--- config.mk ---
export PLATFORM = sky130hd
export DESIGN_NAME = dcache_responder
export DESIGN_NICKNAME = d
export VERILOG_FILES = /design/src/rtl/dcache_responder_pkg.sv /design/src/rtl/dcache_array.sv /design/src/rtl/dcache_responder.sv
export SDC_FILE = /design/constraint.sdc
export NUM_CORES = 1
export LEC_CHECK = 0
export CORE_ASPECT_RATIO = 0.5
export CORE_MARGIN = 1
export CORE_UTILIZATION = 43
export DETAILED_ROUTE_END_ITERATION = 6
export GPL_ROUTABILITY_DRIVEN = 1
export MAX_ROUTING_LAYER = met4
export PLACE_DENSITY = 0.66
export SKIP_CTS_REPAIR_TIMING = 1
export SYNTH_ARGS = -nofsm -noshare
export SYNTH_HDL_FRONTEND = slang
export SYNTH_SLANG_ARGS = --single-unit
--- constraint.sdc ---
create_clock -name CLK -period 16.2 [get_ports CLK]
set_input_delay 4.05 -clock CLK [delete_from_list [all_inputs] [get_ports CLK]]
set_output_delay 4.05 -clock CLK [all_outputs]
set_load 0.02 [all_outputs]
--- src/rtl/dcache_responder_pkg.sv ---
// rtl/dcache_responder_pkg.sv - shared state encodings and geometry constants for the data cache
package dcache_responder_pkg;

    localparam int DC_INDEX_BITS = 4;
    localparam int DC_ADDR_W     = 32;
    localparam int DC_LINES      = 1 << DC_INDEX_BITS;
    localparam int DC_TAG_W      = DC_ADDR_W - DC_INDEX_BITS - 2;

    localparam logic [1:0] ST_IDLE  = 2'd0;
    localparam logic [1:0] ST_FILL  = 2'd1;
    localparam logic [1:0] ST_WRITE = 2'd2;
    localparam logic [1:0] ST_DONE  = 2'd3;

    // Tag width left over once the word offset and the line index are removed.
    function automatic int tag_width(input int addr_w, input int index_bits);
        return addr_w - index_bits - 2;
    endfunction

endpackage

--- src/rtl/dcache_array.sv ---
// rtl/dcache_array.sv - valid/tag/data line storage with combinational lookup and one write port
module dcache_array
    import dcache_responder_pkg::*;
#(
    parameter int INDEX_BITS = DC_INDEX_BITS,
    parameter int TAG_W      = DC_TAG_W
) (
    input  logic                  clk,
    input  logic                  clr,
    input  logic [INDEX_BITS-1:0] rd_index,
    input  logic [TAG_W-1:0]      rd_tag,
    output logic                  rd_hit,
    output logic [31:0]           rd_data,
    input  logic                  wr_en,
    input  logic [INDEX_BITS-1:0] wr_index,
    input  logic [TAG_W-1:0]      wr_tag,
    input  logic [31:0]           wr_data
);

    localparam int LINES = 1 << INDEX_BITS;

    logic [LINES-1:0] valid_q;
    logic [LINES-1:0] valid_d;
    logic [TAG_W-1:0] tag_q  [LINES];
    logic [31:0]      data_q [LINES];

    // Any write makes its line valid; a write-hit rewrites the same tag so this is harmless.
    always_comb begin
        valid_d = valid_q;
        if (wr_en) begin
            valid_d[wr_index] = 1'b1;
        end
    end

    // Only the valid bits are cleared on reset; tag and data are don't-care until valid.
    always_ff @(posedge clk) begin
        if (clr) begin
            valid_q <= '0;
        end else begin
            valid_q <= valid_d;
        end
    end

    // Tag and data storage, never reset.
    always_ff @(posedge clk) begin
        if (wr_en) begin
            tag_q[wr_index]  <= wr_tag;
            data_q[wr_index] <= wr_data;
        end
    end

    assign rd_hit  = valid_q[rd_index] && (tag_q[rd_index] == rd_tag);
    assign rd_data = data_q[rd_index];

endmodule

--- src/rtl/dcache_responder.sv ---
// rtl/dcache_responder.sv - direct-mapped write-through no-write-allocate data cache for the MEM stage
module dcache_responder
    import dcache_responder_pkg::*;
#(
    parameter int INDEX_BITS = DC_INDEX_BITS,
    parameter int ADDR_W     = DC_ADDR_W
) (
    input  logic              CLK,
    input  logic              RESET,
    input  logic              MemRead,
    input  logic              MemWrite,
    input  logic [ADDR_W-1:0] Address,
    input  logic [31:0]       Write_Data,
    output logic [31:0]       Read_data,
    output logic              Stall,
    output logic              mem_req,
    output logic              mem_we,
    output logic [ADDR_W-1:0] mem_addr,
    output logic [31:0]       mem_wdata,
    input  logic [31:0]       mem_rdata,
    input  logic              mem_ack,
    output logic [31:0]       hit_count,
    output logic [31:0]       miss_count
);

    localparam int TAG_W = tag_width(ADDR_W, INDEX_BITS);

    logic [1:0]        state_q,      state_d;
    logic              mem_req_q,    mem_req_d;
    logic              mem_we_q,     mem_we_d;
    logic [ADDR_W-1:0] mem_addr_q,   mem_addr_d;
    logic [31:0]       mem_wdata_q,  mem_wdata_d;
    logic [31:0]       hit_count_q,  hit_count_d;
    logic [31:0]       miss_count_q, miss_count_d;

    logic [ADDR_W-1:0] lookup_addr;
    logic              lookup_hit;
    logic [31:0]       lookup_data;
    logic              arr_we;
    logic [31:0]       arr_wdata;
    logic              unused_addr_bits;

    // The live pipeline address is looked up in IDLE; the latched copy is used while a request is in flight.
    assign lookup_addr      = (state_q == ST_IDLE) ? Address : mem_addr_q;
    assign unused_addr_bits = ^lookup_addr[1:0];

    dcache_array #(
        .INDEX_BITS (INDEX_BITS),
        .TAG_W      (TAG_W)
    ) u_array (
        .clk      (CLK),
        .clr      (RESET),
        .rd_index (lookup_addr[INDEX_BITS+1:2]),
        .rd_tag   (lookup_addr[ADDR_W-1:INDEX_BITS+2]),
        .rd_hit   (lookup_hit),
        .rd_data  (lookup_data),
        .wr_en    (arr_we),
        .wr_index (mem_addr_q[INDEX_BITS+1:2]),
        .wr_tag   (mem_addr_q[ADDR_W-1:INDEX_BITS+2]),
        .wr_data  (arr_wdata)
    );

    // Next-state, handshake register and counter logic; writes take priority over reads.
    always_comb begin
        state_d      = state_q;
        mem_req_d    = mem_req_q;
        mem_we_d     = mem_we_q;
        mem_addr_d   = mem_addr_q;
        mem_wdata_d  = mem_wdata_q;
        hit_count_d  = hit_count_q;
        miss_count_d = miss_count_q;
        arr_we       = 1'b0;
        arr_wdata    = mem_rdata;
        case (state_q)
            ST_IDLE: begin
                if (MemWrite) begin
                    mem_req_d   = 1'b1;
                    mem_we_d    = 1'b1;
                    mem_addr_d  = {Address[ADDR_W-1:2], 2'b00};
                    mem_wdata_d = Write_Data;
                    state_d     = ST_WRITE;
                end else if (MemRead) begin
                    if (lookup_hit) begin
                        hit_count_d = hit_count_q + 32'd1;
                    end else begin
                        mem_req_d    = 1'b1;
                        mem_we_d     = 1'b0;
                        mem_addr_d   = {Address[ADDR_W-1:2], 2'b00};
                        miss_count_d = miss_count_q + 32'd1;
                        state_d      = ST_FILL;
                    end
                end
            end
            ST_FILL: begin
                if (mem_ack) begin
                    arr_we    = 1'b1;
                    arr_wdata = mem_rdata;
                    mem_req_d = 1'b0;
                    state_d   = ST_DONE;
                end
            end
            ST_WRITE: begin
                if (mem_ack) begin
                    arr_we    = lookup_hit;
                    arr_wdata = mem_wdata_q;
                    mem_req_d = 1'b0;
                    state_d   = ST_DONE;
                end
            end
            default: begin
                state_d = ST_IDLE;
            end
        endcase
        if (RESET) begin
            arr_we = 1'b0;
        end
    end

    // Pipeline-facing outputs: zero-latency hits in IDLE, one release cycle in DONE.
    always_comb begin
        Stall     = 1'b0;
        Read_data = '0;
        case (state_q)
            ST_IDLE: begin
                Stall = MemWrite | (MemRead & ~lookup_hit);
                if (MemRead && !MemWrite && lookup_hit) begin
                    Read_data = lookup_data;
                end
            end
            ST_FILL, ST_WRITE: begin
                Stall = 1'b1;
            end
            default: begin
                if (MemRead && !MemWrite) begin
                    Read_data = lookup_data;
                end
            end
        endcase
    end

    // State registers; reset abandons any outstanding request.
    always_ff @(posedge CLK) begin
        if (RESET) begin
            state_q      <= ST_IDLE;
            mem_req_q    <= 1'b0;
            mem_we_q     <= 1'b0;
            mem_addr_q   <= '0;
            mem_wdata_q  <= '0;
            hit_count_q  <= '0;
            miss_count_q <= '0;
        end else begin
            state_q      <= state_d;
            mem_req_q    <= mem_req_d;
            mem_we_q     <= mem_we_d;
            mem_addr_q   <= mem_addr_d;
            mem_wdata_q  <= mem_wdata_d;
            hit_count_q  <= hit_count_d;
            miss_count_q <= miss_count_d;
        end
    end

    assign mem_req    = mem_req_q;
    assign mem_we     = mem_we_q;
    assign mem_addr   = mem_addr_q;
    assign mem_wdata  = mem_wdata_q;
    assign hit_count  = hit_count_q;
    assign miss_count = miss_count_q;

endmodule

======== Word level (Yosys, flattened, before mapping) ========
Memory sizes are Yosys's and may differ from the RTL's.
Index checks and enable logic that the tools add are counted.
cells by class
  add/subtract/negate cells ............... 2
  magnitude comparators ................... 3
  equality and inequality tests ........... 7
  multiplexer cells ....................... 33
  bitwise operators ....................... 5
  reductions and logical operators ........ 15
operators with widths
  kind                                                               number
  two-way mux 32 bit                                                 8
  adder 32 x 1 -> 32 bit, second input constant                      2
  case mux 32 bit (2 select lines)                                   1
  == test 26 bit                                                     1
  OR 16 bit                                                          1
  two-way mux 1 bit                                                  14
  AND reduction 4 bit                                                3
  < comparator 4 x 5 -> 1 bit, second input constant                 2
  two-way mux 2 bit                                                  4
  inequality test 3 bit, second input constant                       2
  case mux 1 bit (2 select lines)                                    3
  AND reduction 3 bit                                                2
  binary-select mux 1 bit (select 4 bit)                             1
  demux 1 bit (select 4 bit)                                         1
  greater-or-equal comparator 4 x 1 -> 1 bit, second input constant  1
  logical AND 1 bit                                                  4
  case mux 2 bit (2 select lines)                                    1
  nonzero test 2 bit                                                 2
  == test 2 x 1 -> 1 bit, second input constant                      1
  == test 2 bit, second input constant                               1
  logical NOT 2 bit                                                  1
  inequality test 2 x 1 -> 1 bit, second input constant              1
  inequality test 2 bit, second input constant                       1
  NOT 1 bit                                                          2
  5 further kinds                                                    5
word-level totals
  flip-flop bits (word level) ............. 148
  RAM bits ................................ 928
  input bits .............................. 101
  logic and storage cells ................. 75
  memories kept ........................... 2
memories
  name            words  width  rd ports  clocked after memory_dff  write ports  line                RTL
  u_array.data_q  16     32     1         0                         1            dcache_array.sv:25  logic [31:0] data_q [LINES];
  u_array.tag_q   16     26     1         0                         1            dcache_array.sv:24  logic [TAG_W-1:0] tag_q [LINES];

======== Depth between registers and ports, before layout ========
  word-level depth ........................ 10
  mapped depth ............................ 20
  mapped depth without buffers ............ 12

======== Cells and area by module ========
A second synthesis with hierarchy kept.
unflattened totals
  cells, all modules ...................... 2314
  area total of the unflattened synthesis .. 42757.3 µm²
modules (own cells, without submodules)
  module            times used  cells each  area an instance (µm²)
  dcache_array      1           1533        36268.5
  dcache_responder  1           781         6488.7

======== Least setup slack after synthesis ========
OpenSTA, ideal clock, no wires.
  path type ............................... input to register
  start ................................... input Address[2]
  end ..................................... memory u_array.data_q[1][0] (enable)
  arrival time ............................ 12.647 ns
  required time ........................... 15.562 ns
  path slack .............................. 2.916 ns
  cell stages on the path ................. 14
  buffers on the path ..................... 4
  cells stage by stage .................... mux2_4 > buf_6 > buf_12 > buf_12 > buf_6 > mux2i_1 > a32o_1 > or3_1 > a221oi_1 > a32o_1 > and4b_1 > and4_1 > nor2_1 > nor4b_1
on the way
  cells in the longest elaborated chain, start to end .. 9
  elaborated cells between the ends (all ways) .. 11
  classes of those cells .................. eq/ne (1); mux (8); reduce/logical (1); memory (1)
ends and longest elaborated chain
  item                                                                                   line                     RTL
  from (decl)                                                                            dcache_responder.sv:12   input logic [ADDR_W-1:0] Address,
  two-way mux 32 bit (*)                                                                 dcache_responder.sv:44   assign lookup_addr = (state_q == ST_IDLE) ? Address : mem_addr_q;
  memory (16 x 26 bit) / binary-select mux 1 bit (select 4 bit) (equally long branches)  --
  == test 26 bit / two-way mux 1 bit (equally long branches)                             dcache_array.sv:52       assign rd_hit = valid_q[rd_index] && (tag_q[rd_index] == rd_tag);
  logical AND 1 bit (*)                                                                  dcache_array.sv:52
  two-way mux 1 bit (*)                                                                  dcache_responder.sv:103  if (mem_ack) begin
  case mux 1 bit (2 select lines) (*)                                                    dcache_responder.sv:74   case (state_q)
  two-way mux 1 bit (*)                                                                  dcache_responder.sv:114  if (RESET) begin
  two-way mux 1 bit (*)                                                                  dcache_array.sv:46       if (wr_en) begin
  two-way mux 1 bit (not written as such) (*)                                            dcache_array.sv:48       data_q[wr_index] <= wr_data;
  to (decl)                                                                              dcache_array.sv:25
Mark *: on every way between the ends. The rest lies on a longest branch, timed or not. The select of a mux whose other input is x is not followed.

======== Final worst setup path ========
  start ................................... input Address[3]
  end ..................................... output Read_data[0]
on the way
  cells in the longest elaborated chain, start to end .. 7
  elaborated cells between the ends (all ways) .. 11
  classes of those cells .................. eq/ne (1); mux (6); reduce/logical (2); memory (2)
ends and longest elaborated chain
  item                                                                                   line                     RTL
  two-way mux 32 bit (*)                                                                 dcache_responder.sv:44
  memory (16 x 26 bit) / binary-select mux 1 bit (select 4 bit) (equally long branches)  --
  == test 26 bit / two-way mux 1 bit (equally long branches)                             dcache_array.sv:52
  logical AND 1 bit                                                                      dcache_array.sv:52
  logical AND 1 bit                                                                      dcache_responder.sv:126  if (MemRead && !MemWrite && lookup_hit) begin
  two-way mux 32 bit                                                                     dcache_responder.sv:126
  case mux 32 bit (2 select lines) (*)                                                   dcache_responder.sv:123  case (state_q)
  to (decl)                                                                              dcache_responder.sv:14   output logic [31:0] Read_data,
Marked as above.

==> summary.txt <==
Global route
  – Gr usage total: 22.0%
  – Global-route wire length before repair: 168,000 um
  – Vias in the first global route: roughly 27k
  – Initial antenna violation count: 5
  – Overflow left after global routing: 0
  – Pin count of the biggest net entering global routing: between 100 and 150

Logic synthesis
  – Synth unique cells: 75
  – Synth warnings: 0
  – Compound-gate portion of the synthesized area: ~5.0%
  – Gate Count Post-Synth: between 3k and 4k
  – Main synth FF type: edfxtp_1
  – Synthesized area: between 40,000 and 50,000 sq um
  – Largest family of logic cells by synthesized area: simple AND/OR/NAND/NOR gates
  – Post-synthesis sequential area ratio: a little over two thirds
  – Number of synthesized flops with an enable pin: between 900 and 1k
  – Syn_area_per_cell: approximately 14 sq um
  – Simple-Gate Fraction of Synth Area: 13.6%
  – Post-synthesis xor/xnor area fraction: less than 1%
  – FFs w/ async S/R, synth: 0%
  – Mux contribution to synthesized area: ~8.5%
  – Flops & latches, synth: approximately 1.1k
  – Adder-cell share of the synthesized area: less than 1%

Power
  – PD cells: approximately 150 nW/um^2
  – Leakage power: approximately 17 nW
  – Maximum vdd ir drop: approximately 110 uV

Min path
  – Worst Hold End: mem_wdata[3]$_SDFFE_PP0P_
  – Hold Path Origin: mem_wdata[3]$_SDFFE_PP0P_
  – Hold Path Depth: 2
  – HP Class: reg -> reg

Drt
  – Final ANT Viol Nets: 0
  – Routed vias/inst: ~5.7
  – Routed len/inst: between 20 and 25 um
  – DRC: 0
  – Starting DRT DRC Count: around 2.7k
  – Final wirelength: 113,000 um
  – First-pass DRT Iterations: 5
  – Via count: approximately 27k

Clock tree
  – CTS Sinks: ~1.1k
  – Clock root cell: clkbuf_16
  – Worst-Skew Late Latency: 0.70 ns
  – Inserted Clock Buffers: 97
  – H-tree depth: 3
  – Reg clk slew, reported paths: 0.06 ns
  – Clock tree buffer depth: 3
  – CTS tree: built

STA
  – Hold slack: about 0.47 ns
  – Setup tns final: 0 ns
  – Final Critical Period: 14.01 ns
  – Worst-margin pin slew: between 1 and 1.5 ns
  – Max Freq: 71.4 MHz
  – Setup Skew: between 0.02 and 0.03 ns
  – Max-slew violation count: 0
  – Setup violators final: 0
  – Max_slew headroom: 12.9%
  – Unrepaired setup endpoints after global routing: no
  – Final Hold Violating Endpoints: 0
  – Final period util: approximately 87%

Cells and area
  – Area grow syn2layout: 16.0%
  – Cell area after layout: 51,500 sq um
  – Final Util: 50.9%
  – Fillers: between 8k and 9k
  – Nets: 3,501
  – Share of cells above drive strength 1: around 11%
  – Most common cell after layout, fill and taps aside: edfxtp_1
  – Commonest non-fill, non-tap cells in the layout: edfxtp_1 (928), nand2_1 (696), clkdlybuf4s50_1 (258)
  – Finished Layout Cells: about 4.8k

Placed design
  – I/O Buffers: around 260
  – Placed cell count: about 4.6k
  – Final RePlAce weighted congestion: between 0.8 and 0.9
  – Post-Place Cell Area: 48,300 sq um
  – Post-DP HPWL: between 60,000 and 70,000 um

Critical path
  – CP top delay family: simple AND/OR/NAND/NOR gates
  – Crit path DAT: about 10 ns
  – CP Cell Sequence: clkdlybuf4s50_1, mux2_8, mux4_2, nand2_1, nand4_1, xnor2_1, or4_1, or4_4, o31ai_2, and3_4, nor3b_1, clkdlybuf4s50_1
  – Max FO, Critical Path: ~80
  – Worst EP required: roughly 12 ns
  – Flop2flop setup slack: 8.81 ns
  – Worst flop-to-flop path startpoint: state_q[0]$_SDFFE_PP0P_
  – Worst reg2reg path endpoint: u_array.data_q[8][23]$_DFFE_PP_
  – Critical path's slowest cell: clkdlybuf4s50_1
  – Crit end category: output pin
  – Worst Path Buf+Inv: 2
  – Worst path most repeated cell: clkdlybuf4s50_1
  – Startpoint types: primary input
  – Kind of critical path: in -> out
  – R2R cell count: 15
  – Crit-path max cell delay: between 0.7 and 0.8 ns

Die
  – Die W: ~460 um
  – Die H: ~230 um
  – Die footprint: about 100,000 sq um
  – # rows: between 80 and 90
  – Initial Util: around 44%
  – Ports: about 260
  – Core area: between 100,000 and 150,000 sq um

Job
  – Max cap viols: 0

Run status
  – Status: complete, no violations
-- kinds of logic (layout without fill, tap and decap cells) --
group | Yosys count | in the layout
and+or+nand+nor | 1271 | 1271
DFF | 1074 | 1074
AOI/OAI and AO/OA | 295 | 295
muxes | 270 | 270
buffers and inverters | 239 | 522
xor gates and xnor gates | 39 | 39
adders and majority gates | 6 | 6
other | 1 | 7
-- Yosys cell counts, types with 10 or more instances --
| library cell | number | area, sq um |
|---|---|---|
| nor3b_2 | 30 | 375 |
| mux2_1 | 23 | 259 |
| buf_1 | 21 | 78.8 |
| nor2b_1 | 37 | 231 |
| buf_4 | 17 | 128 |
| buf_6 | 12 | 135 |
| and3_1 | 82 | 513 |
| nand2b_1 | 66 | 413 |
| nand2_1 | 697 | 2620 |
| nand4_1 | 33 | 206 |
| o22ai_1 | 17 | 106 |
| a21oi_1 | 57 | 285 |
| dfxtp_1 | 146 | 2920 |
| xnor2_1 | 31 | 272 |
| edfxtp_1 | 928 | 27900 |
| nor4_1 | 12 | 75.1 |
| mux4_2 | 78 | 1760 |
| nor2_1 | 80 | 300 |
| inv_1 | 32 | 120 |
| a311oi_1 | 128 | 1120 |
| or3_1 | 22 | 138 |
| o2111ai_1 | 10 | 87.6 |
| nand3_1 | 164 | 821 |
| o21ai_0 | 26 | 130 |
| mux2_2 | 50 | 563 |
| clkbuf_1 | 138 | 518 |
| buf_2 | 15 | 75.1 |
| mux2i_1 | 116 | 1160 |
-- cell type report --
| cell class | count | area (sq um) | share of cell area (%) |
|---|---|---|---|
| flip-flops and latches | 1074 | 30800 | 59.8 |
| multi-input cells | 1883 | 12700 | 24.7 |
| repair buffers | 306 | 2970 | 5.77 |
| clock buffers | 121 | 2590 | 5.03 |
| well taps | 1344 | 1680 | 3.27 |
| clock inverters | 63 | 602 | 1.17 |
| inverters | 32 | 120 | 0.233 |
| diodes | 5 | 12.5 | 0.0243 |
-- per-layer routing --
layer / share of wire (%) / track usage (%) / up-vias / routed length (um)
met5: 0 / - / - / 0
met4: 2.5 / 6.83 / 0 / 2810
met3: 5.3 / 3.20 / 171 / 5950
met2: 48 / 34.9 / 829 / 54700
met1: 44 / 29.3 / 14000 / 49500
li1: - / - / 12400 / -
-- power by group --
part,internal (mW),switching (mW),total [mW]
sequential,3.17,0.114,3.28
clock,1.30,1.03,2.33
combinational,0.717,1.25,1.97
-- worst max path at each step --
stage | from | depth (start not counted) | to | slack (ns)
after floorplan | Address[2] | 14 | u_array.data_q[1][0]$_DFFE_PP_ | 2.92
after global routing | Address[2] | 12 | Read_data[0] | 1.98
final | Address[3] | 12 | Read_data[0] | 2.19
after CTS | Address[2] | 12 | Read_data[0] | 2.11
after global placement | Address[2] | 12 | Read_data[0] | 2.17
after detailed placement | Address[3] | 12 | Read_data[0] | 2.12
-- worst min-delay path, cell delays in order, from the launching register on --
cell	delay (ns)
dfxtp_1	0.32
nand2_1	0.05
a21oi_1	0.05
-- state kept, by name, summed over array words and instances, names as in the netlist --
register,cells
hit_count,32
mem_addr,30
mem_req,1
mem_wdata,32
mem_we,1
miss_count,32
state_q,2
u_array.data_q,512
u_array.tag_q,416
u_array.valid_q,16
-- metrics by stage --
stage / total power [mW] / setup slack [ns]
after floorplan: 4.67 / 2.92
after global placement: 5.27 / 2.17
after detailed placement: 5.30 / 2.12
after CTS: 7.61 / 2.11
after global routing: 7.88 / 1.98
final: 7.58 / 2.19
(Power assumes the default switching activity.)
